[src/rtl/ex_muldiv_unit.sv]
// Iterative RV32M multiply/divide unit for the EX stage.
// Multiplies by shift-add of operand magnitudes and divides by restoring
// division, retiring BITS_PER_CYCLE bits per CALC cycle. Signs are applied
// in FIX, and the result is returned as a registered write-back in DONE.
// Divide-by-zero and signed overflow skip the iteration entirely.
module ex_muldiv_unit #(
  parameter int XLEN           = 32,
  parameter int BITS_PER_CYCLE = 1,
  parameter int REG_ADDR_W     = 5
) (
  input  logic                  clk,
  input  logic                  rst,
  input  logic                  start_i,
  input  logic                  flush_i,
  input  logic [2:0]            op_i,
  input  logic [XLEN-1:0]       reg1_i,
  input  logic [XLEN-1:0]       reg2_i,
  input  logic [REG_ADDR_W-1:0] wd_i,
  input  logic                  wreg_i,
  output logic                  busy_o,
  output logic                  stall_req_o,
  output logic                  done_o,
  output logic [REG_ADDR_W-1:0] wd_o,
  output logic                  wreg_o,
  output logic [XLEN-1:0]       wdata_o
);

  localparam int N = XLEN / BITS_PER_CYCLE;
  localparam int CNT_W = (N > 1) ? $clog2(N) : 1;
  localparam logic [CNT_W-1:0] CNT_LAST = CNT_W'(N - 1);
  localparam logic [XLEN-1:0] INT_MIN = {1'b1, {(XLEN-1){1'b0}}};

  typedef enum logic [1:0] {
    IDLE,
    CALC,
    FIX,
    DONE
  } state_t;

  state_t state;
  state_t next_state;

  logic [CNT_W-1:0]  iter_cnt;
  logic [2:0]        op_q;
  logic              wreg_q;
  logic              neg_res_q;
  logic              neg_rem_q;
  // Multiply: {running high half, unconsumed multiplier bits}.
  // Divide:   {partial remainder, dividend bits shifting into quotient}.
  logic [2*XLEN-1:0] acc;
  // Multiplicand magnitude for multiply, divisor magnitude for divide.
  logic [XLEN-1:0]   opnd_q;

  logic              a_signed;
  logic              b_signed;
  logic              a_neg;
  logic              b_neg;
  logic              div_zero;
  logic              div_ovf;
  logic              fast_path;
  logic [XLEN-1:0]   a_abs;
  logic [XLEN-1:0]   b_abs;
  logic [XLEN-1:0]   fast_result;

  logic [XLEN+BITS_PER_CYCLE-1:0] mul_sum;
  logic [2*XLEN-1:0] mul_next;
  logic [XLEN-1:0]   div_rem;
  logic [XLEN-1:0]   div_quo;
  logic [XLEN:0]     div_trial;
  logic [2*XLEN-1:0] div_next;
  logic [2*XLEN-1:0] calc_next;

  logic [2*XLEN-1:0] prod;
  logic [XLEN-1:0]   quo;
  logic [XLEN-1:0]   rem;
  logic [XLEN-1:0]   fix_result;

  wire accept = (state == IDLE) && start_i && !flush_i;

  // Decode operand signedness from funct3, take magnitudes, and work out the early-out result.
  always_comb begin
    a_signed = 1'b0;
    b_signed = 1'b0;
    case (op_i)
      3'd0, 3'd1, 3'd4, 3'd6: begin
        a_signed = 1'b1;
        b_signed = 1'b1;
      end
      3'd2: a_signed = 1'b1;
      default: ;
    endcase
    a_neg     = a_signed & reg1_i[XLEN-1];
    b_neg     = b_signed & reg2_i[XLEN-1];
    a_abs     = a_neg ? -reg1_i : reg1_i;
    b_abs     = b_neg ? -reg2_i : reg2_i;
    div_zero  = (reg2_i == '0);
    div_ovf   = b_signed & (reg1_i == INT_MIN) & (reg2_i == '1);
    fast_path = op_i[2] & (div_zero | div_ovf);
    if (div_zero) begin
      fast_result = op_i[1] ? reg1_i : '1;
    end else begin
      fast_result = op_i[1] ? '0 : reg1_i;
    end
  end

  // One multiply step: add multiplicand times the low multiplier bits into the high half, then shift right.
  always_comb begin
    mul_sum = {{BITS_PER_CYCLE{1'b0}}, acc[2*XLEN-1:XLEN]};
    for (int j = 0; j < BITS_PER_CYCLE; j++) begin
      if (acc[j]) begin
        mul_sum = mul_sum + ({{BITS_PER_CYCLE{1'b0}}, opnd_q} << j);
      end
    end
    mul_next = {mul_sum, acc[XLEN-1:BITS_PER_CYCLE]};
  end

  // One divide step: BITS_PER_CYCLE rounds of shift, trial subtract, restore on borrow.
  always_comb begin
    div_rem   = acc[2*XLEN-1:XLEN];
    div_quo   = acc[XLEN-1:0];
    div_trial = '0;
    for (int j = 0; j < BITS_PER_CYCLE; j++) begin
      div_trial = {div_rem, div_quo[XLEN-1]};
      div_quo   = {div_quo[XLEN-2:0], 1'b0};
      if (div_trial >= {1'b0, opnd_q}) begin
        div_trial  = div_trial - {1'b0, opnd_q};
        div_quo[0] = 1'b1;
      end
      div_rem = div_trial[XLEN-1:0];
    end
    div_next  = {div_rem, div_quo};
    calc_next = op_q[2] ? div_next : mul_next;
  end

  // Apply the sign corrections to the magnitude result and pick the half or remainder the op wants.
  always_comb begin
    prod = neg_res_q ? -acc : acc;
    quo  = neg_res_q ? -acc[XLEN-1:0] : acc[XLEN-1:0];
    rem  = neg_rem_q ? -acc[2*XLEN-1:XLEN] : acc[2*XLEN-1:XLEN];
    if (op_q[2]) begin
      fix_result = op_q[1] ? rem : quo;
    end else begin
      fix_result = (op_q[1:0] == 2'd0) ? prod[XLEN-1:0] : prod[2*XLEN-1:XLEN];
    end
  end

  // State register.
  always_ff @(posedge clk) begin
    if (rst) begin
      state <= IDLE;
    end else begin
      state <= next_state;
    end
  end

  // Next-state logic; a flush overrides everything and returns to IDLE.
  always_comb begin
    next_state = state;
    case (state)
      IDLE: begin
        if (start_i && !flush_i) begin
          next_state = fast_path ? DONE : CALC;
        end
      end
      CALC: begin
        if (iter_cnt == '0) begin
          next_state = FIX;
        end
      end
      FIX:     next_state = DONE;
      DONE:    next_state = IDLE;
      default: next_state = IDLE;
    endcase
    if (flush_i) begin
      next_state = IDLE;
    end
  end

  // Status and write-back strobes derived from the current state.
  always_comb begin
    busy_o      = 1'b0;
    stall_req_o = 1'b0;
    done_o      = 1'b0;
    wreg_o      = 1'b0;
    busy_o      = (state != IDLE);
    stall_req_o = accept || (state == CALC) || (state == FIX);
    done_o      = (state == DONE);
    wreg_o      = (state == DONE) && wreg_q && (wd_o != '0);
  end

  // Latch the op on issue, iterate in CALC, and capture the result on entry to DONE.
  always_ff @(posedge clk) begin
    if (rst) begin
      iter_cnt  <= '0;
      op_q      <= '0;
      wreg_q    <= 1'b0;
      wd_o      <= '0;
      neg_res_q <= 1'b0;
      neg_rem_q <= 1'b0;
      acc       <= '0;
      opnd_q    <= '0;
      wdata_o   <= '0;
    end else begin
      case (state)
        IDLE: begin
          if (accept) begin
            op_q      <= op_i;
            wreg_q    <= wreg_i;
            wd_o      <= wd_i;
            neg_res_q <= a_neg ^ b_neg;
            neg_rem_q <= a_neg;
            iter_cnt  <= CNT_LAST;
            if (op_i[2]) begin
              acc    <= {{XLEN{1'b0}}, a_abs};
              opnd_q <= b_abs;
            end else begin
              acc    <= {{XLEN{1'b0}}, b_abs};
              opnd_q <= a_abs;
            end
            if (fast_path) begin
              wdata_o <= fast_result;
            end
          end
        end
        CALC: begin
          if (!flush_i) begin
            acc      <= calc_next;
            iter_cnt <= iter_cnt - CNT_W'(1);
          end
        end
        FIX: begin
          if (!flush_i) begin
            wdata_o <= fix_result;
          end
        end
        default: ;
      endcase
    end
  end

endmodule

[config.mk]
export PLATFORM = sky130hd
export DESIGN_NAME = ex_muldiv_unit
export DESIGN_NICKNAME = d
export VERILOG_FILES = /design/src/rtl/ex_muldiv_unit.sv
export SDC_FILE = /design/constraint.sdc
export NUM_CORES = 1
export LEC_CHECK = 0
export BUFFER_PORTS_ARGS = -buffer_cell sky130_fd_sc_hd__buf_2
export CAP_MARGIN = 15
export CORE_AREA = 4 4 255 132
export CTS_CLUSTER_SIZE = 12
export DETAILED_ROUTE_END_ITERATION = 6
export DIE_AREA = 0 0 259 136
export GPL_ROUTABILITY_DRIVEN = 0
export PLACE_DENSITY_LB_ADDON = 0.2
export REMOVE_ABC_BUFFERS = 1
export SYNTH_ARGS = -nofsm -noshare
export SYNTH_HDL_FRONTEND = slang
export SYNTH_SLANG_ARGS = --single-unit
[constraint.sdc]
create_clock -name clk -period 3.64 [get_ports clk]
set_clock_uncertainty 0.1 [all_clocks]
set_input_delay 0.364 -clock clk [delete_from_list [all_inputs] [get_ports clk]]
set_output_delay 0.364 -clock clk [all_outputs]
set_load 0.03 [all_outputs]
==> impl.org, run 1 <==
** Global route
- The via count of the first global-routing pass came to 15722.
- The number of antenna violations at the first check in global routing was 0.
- Wire length of the first global-routing pass :: 91.67 mm
- All-Layer GR Usage :: 33.29%
- Gr ovfl total :: 0
- Entering global routing, the biggest net connects 62 pins.

** Yosys
- Of the post-synthesis cell area, the dominant cell type holds 18.75%.
- Of all flip-flops after synthesis, the portion carrying an async set or reset was 0%.
- Sequential-to-total area share from yosys stat :: 18.75%
- Synthesized area per cell :: 7.127 um2
- Number of different library cells in the post-synthesis netlist :: 87
- Sorting the synthesized cells by area gives the leading types as sky130_fd_sc_hd__dfxtp_1 (19%), sky130_fd_sc_hd__nand2_1 (6.2%), sky130_fd_sc_hd__ha_1 (6.0%).
- After synthesis the cells add up to 0.01559 mm2.
- Most area-hungry cell type in the Yosys netlist :: sky130_fd_sc_hd__dfxtp_1
- Synth Flop Type :: sky130_fd_sc_hd__dfxtp_1
- Instance count of the mapped netlist :: 2187
- EDFF count, synth :: 0
- Number of storage elements in the synthesis netlist :: 146
- The Yosys step of the flow raised 0 warnings.

** STA
- Of the available clock period, the critical path in the final layout requires 96.35%.
- Slew of the pin with the lowest slew margin :: 1.002 ns
- For the final routed database, the setup TNS stands at 0 ns.
- Subtracting the final worst setup slack from the clock period gives 3.507 ns.
- Slew Viols, Final :: 0
- Max Freq :: 285.1 MHz
- Final setup violating endpoints :: 0
- The number of failing hold endpoints at the final stage came to 0.
- Relative max-transition margin :: 33.11%

** Drt
- Via count :: 17493
- After the first detailed-routing iteration, the DRC count stood at 2548.
- Drt total wl :: 60.59 mm
- Residual antenna-violating net count after detailed routing :: 0
- After detailed routing, the number of remaining DRC violations is 0.
- Ratio of routed vias to standard cells :: 6.417
- After detailed routing, the average wire length per cell comes to 22.23 um.
- The pre-antenna-repair detailed-routing pass consisted of 6 iterations.

** Placed design
- Number of instances in the placed design :: 2695
- HPWL after detailed placement :: 46.46 mm
- Total of buffers placed on input and output ports :: 117

** Floorplanning
- Horizontal extent of the die :: 259 um
- Number of placed I/O pins :: 118
- The floorplan step defined a core boundary enclosing 0.03137 mm2.
- Once the floorplan was initialized, standard cells occupied 49.69% of the core.
- Floorplan die height :: 136 um
- Core Rows :: 46
- Overall die area :: 0.03522 mm2

** Setup path
- Tracing the worst setup path back leads to its startpoint at acc[0]$_SDFFE_PP0P_.
- R2R Path Start :: acc[0]$_SDFFE_PP0P_
- STA classifies the critical path startpoint as a register.
- Grouping stages by cell kind, the critical path spends the most delay in simple AND/OR/NAND/NOR gates.
- The slowest stage of the critical path is the sky130_fd_sc_hd__or4_4 cell.
- WP data required :: 3.90 ns
- Worst-path fanout max :: 11
- At the worst endpoint, the arrival time is 3.77 ns.
- Sequence of cells on the critical path :: clkinv_1 > ha_1 > or4b_4 > or4_4 > or4_4 > buf_4 > o211ai_1 > o31ai_1 > o21ai_0 > nand3_1 > a311oi_1
- Counting both buffers and inverters, the worst setup path holds a total of 2.
- Crit path kind :: register to register
- In this design, the critical path's most frequently occurring cell is sky130_fd_sc_hd__or4_4.
- The largest single stage delay on the critical path is 0.56 ns.
- STA classifies the critical path endpoint as a register.

** Pwr
- VDD sags by at most 0.0002791 V.
- In this run the power density over the cells is 307.8 mW/mm2.
- Internal power :: 3.407 mW
- Sequential cells account for 32.4% of the total power.
- Portion of total power attributed to combinational logic :: 32.8%
- Proportion of total power due to net switching :: 37.34%
- In this run the power spent charging and discharging nets is 2.030 mW.
- Summed over all cells, the static leakage comes to 7.192 nW.
- Final Total Pwr :: 5.437 mW
- The clock network accounts for 34.8% of the total power.

** Cells and area
- Finished Layout Cells :: 2726
- The post-route netlist has 15.04% of its cells at a drive strength greater than 1.
- Final antenna diode count :: 0
- At the end of the flow, the number of nets in the layout was 2436.
- The area growth from synthesis to layout is 13.33%.
- Number of filler cells placed in the layout :: 3054

** Hold path
- Min-delay src :: wd_i[3]
- The tightest min-delay check is of the input port to register type.

** Clock tree
- The longest clock path from root to sink contains 2 buffers.
- CTS tree :: yes
- CTS HTree Levels :: 4
- The tree is rooted in a sky130_fd_sc_hd__clkbuf_16.
- After clock tree synthesis, the clock-pin slew on the worst setup and hold paths is 0.07 ns.
- In this run, post-CTS hold repair placed 0 buffers.
- Clk_lat worst skew :: 0.46 ns
- TritonCTS Buffers :: 17
- TritonCTS sink count :: 146

** Outcome
- Run status :: complete, no violations

** Flow run
- The tool flagged a number of max-cap violations equal to 0.
==> Yosys cell counts, types with 66 or more instances <==
library cell and number:
sky130_fd_sc_hd__nor2_1 201, sky130_fd_sc_hd__dfxtp_1 146, sky130_fd_sc_hd__nor3_1 67, sky130_fd_sc_hd__xnor2_1 93
sky130_fd_sc_hd__ha_1 75, sky130_fd_sc_hd__clkbuf_1 141, sky130_fd_sc_hd__xor2_1 101, sky130_fd_sc_hd__a211oi_1 66
sky130_fd_sc_hd__nand2_1 257, sky130_fd_sc_hd__o21ai_0 136, sky130_fd_sc_hd__inv_1 76, sky130_fd_sc_hd__a21oi_1 181
==> placed cells by master (no fill, tap or decap), types with 76 or more instances in the layout <==
cell type,count
sky130_fd_sc_hd__a21oi_1,181
sky130_fd_sc_hd__buf_2,116
sky130_fd_sc_hd__buf_4,128
sky130_fd_sc_hd__dfxtp_1,144
sky130_fd_sc_hd__inv_1,76
sky130_fd_sc_hd__nand2_1,257
sky130_fd_sc_hd__nor2_1,198
sky130_fd_sc_hd__o21ai_0,135
sky130_fd_sc_hd__xnor2_1,93
sky130_fd_sc_hd__xor2_1,101
==> final cells by class <==
cell class                      count  area [um2]  share of cell area (%)
Clock buffer                       17       425.4                   2.408
Multi-Input combinational cell   1791       11730                   66.41
Timing Repair Buffer              245        1553                   8.790
Inverter                           81       304.0                   1.721
Tap cell                          432       540.5                   3.060
Sequential cell                   146        2928                   16.57
Clock inverter                     14       182.7                   1.034
==> registers in the layout, summed over array words and instances, names as in the netlist <==
signal and cells:
wreg_q 1, wdata_o 32, acc 64, neg_res_q 1
neg_rem_q 1, iter_cnt 5, state 2, opnd_q 32
wd_o 5, op_q 3
==> logic make-up after synthesis <==
kind of cell               Yosys count  synth area share, %
AOI/OAI and AO/OA                  679                28.90
adders and majority gates          102                7.882
muxes                               78                5.201
and+or+nand+nor                    738                22.15
xor gates and xnor gates           194                10.90
buffers and inverters              250                6.221
DFF                                146                18.75
==> path summary, 6_finish.rpt <==
path                                                  to  slack, ns  depth (start not counted)
worst max-delay path            wdata_o[20]$_SDFFE_PP0P_       0.13                         11
worst min-delay path                wd_o[3]$_SDFFE_PP0P_       0.04                          3
worst max register to register  wdata_o[20]$_SDFFE_PP0P_       0.13                         11
worst min register to register       wreg_q$_SDFFE_PP0P_       0.36                          2
==> per-stage QoR <==
| step | hold WS [ns] | cell area, um2 | setup slack, ns | util [%] |
|---|---|---|---|---|
| final | 0.04137 | 17670 | 0.1329 | 56.32 |
| after CTS | 0.03197 | 17650 | 0.1383 | 56.27 |
| after floorplan | 0.3309 | 14920 | -1.339 | - |
| after global placement | 0.3412 | 17040 | 0.2080 | 54.33 |
| after global routing | 0.05544 | 17670 | -0.001022 | 56.32 |
| after detailed placement | 0.3444 | 17040 | 0.1625 | 54.33 |
==> timing repair <==
item / in CTS / in global routing
gates resized for setup: 0 / 4
setup endpoints to repair: 0 / 7
buffers inserted: 0 / 0
==> metal layers <==
metal	up-vias	GRT usage, %	wire length [um]
met5	-	0	0
met4	0	8.593	1391
met3	94	9.101	7268
met2	957	48.56	24680
met1	8249	48.29	27240
li1	8193	-	-
==> power groups by stage <==
| stage | clock network [mW] | logic (mW) | registers, mW |
|---|---|---|---|
| floorplan | 0 | 1.06 | 1.80 |
| global placement | 0 | 1.70 | 1.79 |
| detailed placement | 0 | 1.71 | 1.79 |
| CTS | 1.90 | 1.72 | 1.76 |
| global route | 1.96 | 1.92 | 1.77 |
| finish | 1.89 | 1.78 | 1.76 |
==> worst min-delay path, delay by kind of cell <==
family	cells	cell delay, ns
AO/OA/AOI/OAI	1	0.05
AND/OR/NAND/NOR	1	0.04
buffers and inverters	1	0.09
Note: power is estimated with default switching activity, not from simulation.
==> run 2: changes to the inputs <==
Settings changed: BUFFER_PORTS_ARGS -buffer_cell sky130_fd_sc_hd__buf_2 to -buffer_cell sky130_fd_sc_hd__buf_4.
==> impl.org, run 2 (synthesis gave the netlist of run 1 again) <==
** STA
- Total negative setup slack :: 0 ns
- Slew of the pin with the lowest slew margin :: 1.141 ns
- Final hold analysis gives a worst-case slack of 0.05374 ns.
- Setup repair after global routing left no endpoint under its margin.
- Final setup violating endpoints :: 0
- Min cycle time layout :: 3.557 ns
- Final cycle utilization of the critical path :: 97.72%
- Relative max-transition margin :: 21.98%
- The worst path meets setup with 0.08292 ns of slack.
- The number of failing hold endpoints at the final stage came to 0.
- Slew Viols, Final :: 0
- Max Freq :: 281.1 MHz

** Drt
- After detailed routing, the average wire length per cell comes to 22.35 um.
- Drt total wl :: 61.00 mm
- Ratio of routed vias to standard cells :: 6.411
- Initial drt markers :: 2641
- In the routed design, unresolved DRC markers number 0.
- Once detail routing completed, the nets flagged for antenna violations numbered 0.
- Via count :: 17502
- Number of iterations in the first detailed-routing pass :: 7

** Hold path
- Hold Path Stages :: 3
- In this run the worst hold path is classified as input port to register.
- Hold-critical path endpoint :: wd_o[4]$_SDFFE_PP0P_
- Min-delay src :: wd_i[4]

** Setup path
- In this run the critical register-to-register path is launched from acc[0]$_SDFFE_PP0P_.
- The worst setup path is launched from a register.
- Reg-to-reg setup timing slack :: 0.08 ns
- CP arrival :: 3.78 ns
- Critical Path End Type :: register
- Reg-to-reg endpoint :: wdata_o[16]$_SDFFE_PP0P_
- Crit path kind :: register to register
- Worst Reg-to-Reg Cells :: 11
- WP data required :: 3.86 ns
- Worst-path fanout max :: 7

** Global route
- Via count of the first global-routing pass :: 15537
- After global routing the overflow that remains totals 0.
- M1 GR Usage :: 47.82%
- Number of antenna violations at the first check in global routing :: 1
- Maximum number of pins on one net before global-route repair :: 66
- The layer flagged by global routing as most heavily used is met2.
- Across every metal layer, demand over resource in global routing totals 33.29%.
- Met2 track utilization from global routing :: 48.60%
- Met3 track demand over resource in global routing :: 9.846%
- Wire length of the first global-routing pass :: 91.46 mm

** Floorplanning
- The core region is 0.03137 mm2.
- The floorplan step defined a die boundary enclosing 0.03522 mm2.
- The initial utilization of the core area, before any placement, comes to 49.69%.
- Number of placed I/O pins :: 118
- Horizontal extent of the die :: 259 um
- Core Rows :: 46
- The floorplan step set the die height to 136 um.

** Cells and area
- Largest Register :: acc
- Most common cell after layout, fill and taps aside :: sky130_fd_sc_hd__nand2_1
- Top flop regs :: acc (64), opnd_q (32), wdata_o (32)
- Final Instance Area :: 0.01804 mm2
- 0 antenna diodes ended up in the layout.
- In the layout the commonest cells are sky130_fd_sc_hd__nand2_1 (257), sky130_fd_sc_hd__buf_4 (248), sky130_fd_sc_hd__nor2_1 (198), sky130_fd_sc_hd__a21oi_1 (179), sky130_fd_sc_hd__dfxtp_1 (144).
- Number of flip-flops in the largest register :: 64
- Proportion of layout cells with a drive suffix above 1 :: 15.45%
- Net count, final :: 2440
- Compared with the post-synthesis result, the final layout area differs by 15.76%.

** Clock tree
- TritonCTS built the clock tree.
- CTS saw 146 sinks.
- Root buffer selected by CTS :: sky130_fd_sc_hd__clkbuf_16
- The number of clock buffers added by TritonCTS is 17.
- After clock tree synthesis, the flow added hold-fix buffers numbering 0.
- Clk_lat worst skew :: 0.46 ns
- No sink is reached through more buffers than the 2 on the longest clock path.
- CTS built an H-tree with a depth of 4.
- Clk slew on worst S/H paths :: 0.06 ns

** Placed design
- The wire-length estimate of the detail-placed layout is 46.39 mm.
- Total of buffers placed on input and output ports :: 117
- OpenSTA, run right after detailed placement, puts the worst setup slack at 0.04678 ns.
- Summing all placed instances gives a cell area of 0.01736 mm2.

** Pwr
- Final Total Pwr :: 5.621 mW
- Reported leakage power :: 7.305 nW
- Worst IR Drop VDD :: 0.0003224 V
- Power per cell area :: 311.5 mW/mm2

** Outcome
- The flow ran to the end, and the final reports show no timing, DRC or antenna violations.

** Flow run
- Max-cap violations in this run came to 0.
[run 2: cell types whose count changed in the layout (fill, tap and decap cells not counted), moves of 2 or more]
cell | before | now
sky130_fd_sc_hd__bufinv_16 | 3 | 5
sky130_fd_sc_hd__clkinv_2 | 0 | 3
sky130_fd_sc_hd__a21oi_2 | 1 | 3
sky130_fd_sc_hd__a211oi_2 | 0 | 2
sky130_fd_sc_hd__buf_2 | 116 | 0
sky130_fd_sc_hd__a21oi_1 | 181 | 179
sky130_fd_sc_hd__a211oi_1 | 66 | 64
sky130_fd_sc_hd__buf_4 | 128 | 248
sky130_fd_sc_hd__clkinv_4 | 6 | 1
[run 2: worst max path at each step]
| stage | startpoint | to | slack [ns] | depth (start not counted) |
|---|---|---|---|---|
| finish | acc[0]$_SDFFE_PP0P_ | wdata_o[16]$_SDFFE_PP0P_ | 0.08 | 11 |
| global placement | reg1_i[14] | opnd_q[28]$_SDFFE_PP0P_ | 0.06 | 8 |
| detailed placement | acc[31]$_SDFFE_PP0P_ | acc[62]$_SDFFE_PP0P_ | 0.05 | 15 |
| global route | acc[31]$_SDFFE_PP0P_ | acc[54]$_SDFFE_PP0P_ | 0.002 | 15 |
| CTS | acc[31]$_SDFFE_PP0P_ | acc[62]$_SDFFE_PP0P_ | 0.01 | 15 |
| floorplan | state[1]$_SDFFE_PP0P_ | acc[58]$_SDFFE_PP0P_ | -1.34 | 7 |
[run 2: what timing repair did]
item | in CTS | in global routing
resized for setup | 0 | 8
setup endpoints to repair | 0 | 8
setup buffers | 0 | 2
[run 2: layer usage]
metal / vias up / routed length, um
met3: 129 / 8036
met1: 8152 / 26610
li1: 8161 / -
met2: 1060 / 24850
met4: 0 / 1515
met5: - / 0
[run 2: critical path: stages (launching register included)]
cell and delay (ns):
sky130_fd_sc_hd__dfxtp_1 0.34, sky130_fd_sc_hd__clkinv_1 0.07, sky130_fd_sc_hd__ha_2 0.18, sky130_fd_sc_hd__or4b_4 0.49, sky130_fd_sc_hd__or4_4 0.56, sky130_fd_sc_hd__or4_4 0.61, sky130_fd_sc_hd__or2_4 0.29, sky130_fd_sc_hd__o31ai_4 0.18
sky130_fd_sc_hd__xor2_1 0.19, sky130_fd_sc_hd__a21oi_1 0.09, sky130_fd_sc_hd__a311oi_1 0.26, sky130_fd_sc_hd__nor3_1 0.07
[run 2: power breakdown]
| group | internal [mW] | switching (mW) |
|---|---|---|
| Clock | 1.23 | 0.793 |
| Sequential | 1.67 | 0.0826 |
| Combinational | 0.704 | 1.14 |
[run 2: final cells by class]
type | count | area, um2
inverters | 81 | 304.0
clock buffers | 18 | 439.2
repair buffers | 249 | 1882
fillers | 3045 | 13320
clock inverters | 13 | 206.4
well taps | 432 | 540.5
flip-flops and latches | 146 | 2928
multi-input cells | 1791 | 11750
[run 2: stage by stage]
step,utilization [%],instances
finish,57.53,2730
global route,57.53,2730
CTS,57.40,2728
detailed placement,55.35,2697
global placement,55.35,2697
floorplan,-,2018
